### config.mk
export PLATFORM = sky130hd
export DESIGN_NAME = multi_bitstream_gen
export DESIGN_NICKNAME = d
export VERILOG_FILES = /design/src/rtl/bsg_pkg.sv /design/src/rtl/bsg_lfsr.sv /design/src/rtl/multi_bitstream_gen.sv
export SDC_FILE = /design/constraint.sdc
export NUM_CORES = 1
export LEC_CHECK = 0
export ABC_CLOCK_PERIOD_IN_PS = 5500
export CAP_MARGIN = 20
export CORE_UTILIZATION = 25
export DETAILED_ROUTE_END_ITERATION = 10
export GPL_ROUTABILITY_DRIVEN = 0
export PLACE_DENSITY_LB_ADDON = 0.3
export SLEW_MARGIN = 10
export SYNTH_ARGS = -nofsm -noshare
export SYNTH_HDL_FRONTEND = slang
export SYNTH_SLANG_ARGS = --single-unit
### constraint.sdc
create_clock -name clk -period 5.5 [get_ports clk]
set_input_delay 0.825 -clock clk [delete_from_list [all_inputs] [get_ports clk]]
set_output_delay 0.825 -clock clk [all_outputs]
set_load 0.1 [all_outputs]
### src/rtl/bsg_pkg.sv
// Shared definitions for the multi-channel bitstream generator: mode and
// state encodings plus the maximal-length LFSR tap table.
package bsg_pkg;

  typedef enum logic {
    MODE_UNARY = 1'b0,
    MODE_STOCH = 1'b1
  } mode_e;

  typedef enum logic {
    ST_IDLE = 1'b0,
    ST_RUN  = 1'b1
  } state_e;

  // Bit t-1 set for each tap t of a maximal-length polynomial of degree w.
  function automatic logic [15:0] lfsr_taps(input int w);
    case (w)
      3:       return 16'h0006;
      4:       return 16'h000C;
      5:       return 16'h0014;
      6:       return 16'h0030;
      7:       return 16'h0060;
      8:       return 16'h00B8;
      9:       return 16'h0110;
      10:      return 16'h0240;
      11:      return 16'h0500;
      12:      return 16'h0829;
      13:      return 16'h100D;
      14:      return 16'h2015;
      15:      return 16'h6000;
      16:      return 16'hD008;
      default: return 16'h0000;
    endcase
  endfunction

endpackage

### src/rtl/bsg_lfsr.sv
// Fibonacci LFSR with de Bruijn extension: the all-zero state is spliced in
// once per period so the sequence visits every WIDTH-bit value exactly once.
module bsg_lfsr
  import bsg_pkg::*;
#(
  parameter int               WIDTH = 8,
  parameter logic [WIDTH-1:0] SEED  = {{(WIDTH-1){1'b0}}, 1'b1}
) (
  input  logic             clk,
  input  logic             rst,
  input  logic             load,
  input  logic             advance,
  output logic [WIDTH-1:0] value,
  output logic [WIDTH-1:0] value_nxt
);

  localparam logic [15:0]      TAPS_ALL = lfsr_taps(WIDTH);
  localparam logic [WIDTH-1:0] TAPS     = TAPS_ALL[WIDTH-1:0];

  logic [WIDTH-1:0] state_q;
  logic             fb;

  // Inverting feedback when the low bits are zero turns 100..0 -> 0 -> 00..01.
  assign fb        = (^(state_q & TAPS)) ^ (state_q[WIDTH-2:0] == '0);
  assign value_nxt = {state_q[WIDTH-2:0], fb};
  assign value     = state_q;

  always_ff @(posedge clk) begin
    if (rst || load) begin
      state_q <= SEED;
    end else if (advance) begin
      state_q <= value_nxt;
    end
  end

endmodule

### src/rtl/multi_bitstream_gen.sv
// Converts CHANNELS binary values into correlated unary or stochastic
// bitstreams of 2^WIDTH beats, all channels sharing one sequence source.
module multi_bitstream_gen
  import bsg_pkg::*;
#(
  parameter int WIDTH     = 8,
  parameter int CHANNELS  = 4,
  parameter int LFSR_SEED = 1
) (
  input  logic                      clk,
  input  logic                      rst,
  input  logic                      load_valid,
  output logic                      load_ready,
  input  logic [CHANNELS*WIDTH-1:0] data_in,
  input  logic                      mode,
  input  logic                      abort,
  output logic [CHANNELS-1:0]       bits_out,
  output logic                      bits_valid,
  input  logic                      bits_ready,
  output logic                      done
);

  localparam logic [WIDTH-1:0] SEED_W = LFSR_SEED[WIDTH-1:0];
  localparam logic [WIDTH-1:0] K_ONE  = {{(WIDTH-1){1'b0}}, 1'b1};
  localparam logic [WIDTH-1:0] K_LAST = {WIDTH{1'b1}};

  state_e                    state_q;
  mode_e                     mode_q;
  logic [CHANNELS*WIDTH-1:0] data_q;
  logic [WIDTH-1:0]          k_q;
  logic [CHANNELS-1:0]       bits_q;
  logic                      valid_q;
  logic                      done_q;

  logic [WIDTH-1:0]    k_nxt;
  logic [WIDTH-1:0]    lfsr_value;
  logic [WIDTH-1:0]    lfsr_next;
  logic [WIDTH-1:0]    src_first;
  logic [WIDTH-1:0]    src_next;
  logic                beat_acc;
  logic                leave_run;
  logic                lfsr_load;
  logic                lfsr_adv;
  logic [CHANNELS-1:0] cmp_first;
  logic [CHANNELS-1:0] cmp_next;

  assign k_nxt     = k_q + K_ONE;
  assign beat_acc  = (state_q == ST_RUN) && valid_q && bits_ready && !abort;
  assign leave_run = (state_q == ST_RUN) && (abort || (valid_q && bits_ready && done_q));

  // Holding the source at the seed while idle lets the first beat use its current value.
  assign lfsr_load = (state_q == ST_IDLE) || leave_run;
  assign lfsr_adv  = beat_acc && !done_q;

  assign src_first = (mode_e'(mode) == MODE_STOCH) ? lfsr_value : k_q;
  assign src_next  = (mode_q == MODE_STOCH) ? lfsr_next : k_nxt;

  bsg_lfsr #(
    .WIDTH (WIDTH),
    .SEED  (SEED_W)
  ) u_lfsr (
    .clk       (clk),
    .rst       (rst),
    .load      (lfsr_load),
    .advance   (lfsr_adv),
    .value     (lfsr_value),
    .value_nxt (lfsr_next)
  );

  for (genvar i = 0; i < CHANNELS; i++) begin : g_cmp
    assign cmp_first[i] = data_in[i*WIDTH +: WIDTH] > src_first;
    assign cmp_next[i]  = data_q[i*WIDTH +: WIDTH] > src_next;
  end

  always_ff @(posedge clk) begin
    if (rst) begin
      state_q <= ST_IDLE;
      mode_q  <= MODE_UNARY;
      data_q  <= '0;
      k_q     <= '0;
      bits_q  <= '0;
      valid_q <= 1'b0;
      done_q  <= 1'b0;
    end else begin
      case (state_q)
        ST_IDLE: begin
          if (load_valid) begin
            state_q <= ST_RUN;
            mode_q  <= mode_e'(mode);
            data_q  <= data_in;
            k_q     <= '0;
            bits_q  <= cmp_first;
            valid_q <= 1'b1;
            done_q  <= 1'b0;
          end
        end
        ST_RUN: begin
          if (leave_run) begin
            state_q <= ST_IDLE;
            k_q     <= '0;
            bits_q  <= '0;
            valid_q <= 1'b0;
            done_q  <= 1'b0;
          end else if (beat_acc) begin
            k_q    <= k_nxt;
            bits_q <= cmp_next;
            done_q <= (k_nxt == K_LAST);
          end
        end
        default: state_q <= ST_IDLE;
      endcase
    end
  end

  assign load_ready = (state_q == ST_IDLE) && !rst;
  assign bits_out   = bits_q;
  assign bits_valid = valid_q;
  assign done       = done_q;

endmodule

==> flow_summary.yaml <==
status:
  outcome: "finished, violations left"
  violations: "DRC"
global_route:
  overflow: 0
  antenna_found_initial: 0
  track_usage: 0.148
  grt_start_max_net_pins: 53
  grt_pass1_vias: 3298
  grt_first_pass_wirelength_mm: 18.0
sta:
  min_period_ns: 3.34
  tns_ns: 0
  max-slew-margin-rel: 0.347
  fmax_mhz: 300
  hold_violations: 0
  min_period_over_period: 0.607
  final_max_slew_viol_count: 0
  tightest_slew_ns: 0.977
  rsz0062_at_grt: "no"
  finClkSkew_ns: 0.0105
  setup_violations: 0
route:
  avgRoutedWirePerCell_um: 16.6
  drt-initial-drc-count: 266
  drt-pass1-iter-count: 8
  viasPerCell: 5.04
  num_vias: 3455
  finalWirelength_mm: 11.4
  ant_nets: 0
  post-route-drc-count: 3
floorplanning:
  fp.dieH_um: 125
  dieWidth_um: 125
  design.die.area_um2: 15700
  initial_core_util: 0.259
  coreArea_um2: 14700
  rows: 44
  ios: 45
logic_synthesis:
  syn-num-nets: 570
  syn_inst: 465
  synthArstFlopShare: 0
  ys_types: 47
  netlist_area_um2: 3810
  yosys_warnings: 0
  post-synth-top-area-cell: "dfxtp_1"
  synth.yosys.seq_area_share: 0.294
  synth.area.top_cells: "dfxtp_1 (29%), ha_1 (22%), a21oi_1 (9.7%)"
  synth-main-ff-cell: "dfxtp_1"
  syn_area_per_cell_um2: 8.20
  ys_ff_latch: 56
  synth_edf_count: 0
  yosys.area.top_type_share: 0.294
setup_path:
  worst_path_max_delay_cell: "clkdlybuf4s50_1"
  arrival_ns: 2.51
  worstPathMaxFanout: 52
  r2r_cells: 10
  r2r-end: "bits_out[1]"
  path_class: "input port to output pin"
  crit_chain: "buf_2 > buf_4 > nor2_1 > clkdlybuf4s50_1"
  crit_path_end_kind: "output pin"
  max_stage_delay_ns: 1.14
  r2r_setup_slack_ns: 2.54
  cp-start-kind: "input port"
  critPathBufInv: 3
  cp.required_ns: 4.68
  r2r-start: "k_q[1]"
  cp_top_family: "buffers and inverters"
cells_and_area:
  insertedDiodeCount: 0
  seqCellArea_um2: 1120
  final_common_cell: "nand2_1"
  postLayoutCoreUtil: 0.311
  drive_gt1_frac: 0.0459
  fin_nets: 606
  nFillCells: 1550
  syn_to_final_growth_pct: 19.9
  multi_input_area_um2: 2540
  final_cell_mix: "nand2_1 (96), a21oi_1 (74), ha_1 (67)"
power_and_ir_drop:
  power.density_nw_per_um2: 215
  p_leak_nw: 1.76
  vdd_drop_max_mv: 0.0962
  p_total_w: 0.000985
worst_hold_path:
  min_path_type: "flip-flop to flip-flop"
  hp-start: "data_q[2]"
  hold_end: "data_q[2]"
  min_path_cells: 2
cts:
  worstSkewPairLatency_ns: 0.29
  cts_resized: 0
  cts_tree: "done"
  cts_hold_buf: 0
  htreeDepth: 2
  numClockSinks: 56
  cts_made_buffers: 5
  clk_path_buf_depth: 2
  cts_root_buffer: "clkbuf_16"
  path_clk_slew_ns: 0.06
  post-cts-setup-buffers: 0
flow_run:
  maxCapViolCount: 0
place:
  port_buffers: 44
  dp_hpwl_mm: 8.56
==> per-layer routing <==
layer  track usage  routed length, µm  part of all wire  up-vias
li1              -                  -                 -     1732
met1         0.196               5210              0.46     1618
met2         0.235               5280              0.46       84
met3        0.0240                587             0.051       21
met4        0.0681                324             0.028        0
met5             0                  0                 0        -
==> cell usage after synthesis (5+ instances only) <==
| cell | instances |
|---|---|
| nand2_1 | 96 |
| a21oi_1 | 74 |
| ha_1 | 67 |
| dfxtp_1 | 56 |
| nor2_1 | 21 |
| inv_1 | 17 |
| o21ai_0 | 17 |
| mux2i_1 | 14 |
| nand4_1 | 14 |
| clkbuf_1 | 12 |
| o221ai_1 | 7 |
| a21o_1 | 5 |
==> through the flow <==
step	std cells	cell area (µm²)	hold slack (ns)	worst slack, ns
2_1_floorplan	465	3810	0.435	2.24
3_3_place_gp	677	4410	0.444	2.14
3_5_place_dp	678	4440	0.455	2.15
4_1_cts	685	4570	0.463	2.15
5_1_grt	685	4570	0.478	2.09
6_report	685	4570	0.461	2.16
==> registers in the layout (all words and copies together), names as in the netlist <==
name          count
bits_out          4
bits_valid        1
data_q           32
done              1
k_q               8
mode_q            1
state_q           1
u_lfsr.value      8
==> power by group <==
group	switching (W)	internal (W)	leakage, nW
clock network	0.000141	0.000166	0.0667
logic	0.000139	0.0000977	1.24
registers	0.0000166	0.000424	0.458
total	0.000297	0.000688	1.76
==> logic make-up after synthesis <==
family / count (synthesis) / share of synthesized area
AOI/OAI and AO/OA: 127 / 0.204
xor gates and xnor gates: 8 / 0.0184
adders and majority gates: 67 / 0.220
buffers and inverters: 36 / 0.0394
DFF: 56 / 0.294
muxes: 14 / 0.0368
and+or+nand+nor: 157 / 0.188
==> worst min-delay path: cells and delay by family (launching register included) <==
family,cells,cell delay (ns)
flops,1,0.31
simple gates,1,0.05
compound gates,1,0.05
==> final cells by class <==
type,count,share of cell area
clock buffers,6,0.0282
clock inverters,1,0.00109
inverters,18,0.0148
multi-input cells,373,0.556
flip-flops and latches,56,0.245
well taps,184,0.0504
repair buffers,47,0.105
==> worst max path at each step <==
stage / from / to / slack [ns] / cells past startpoint
6_report: rst / load_ready / 2.16 / 4
2_1_floorplan: rst / load_ready / 2.24 / 3
5_1_grt: rst / load_ready / 2.09 / 4
3_3_place_gp: rst / load_ready / 2.14 / 4
3_5_place_dp: mode / bits_out[2] / 2.15 / 7
4_1_cts: rst / load_ready / 2.15 / 4
No activity file was read; power rests on OpenSTA's default activity.
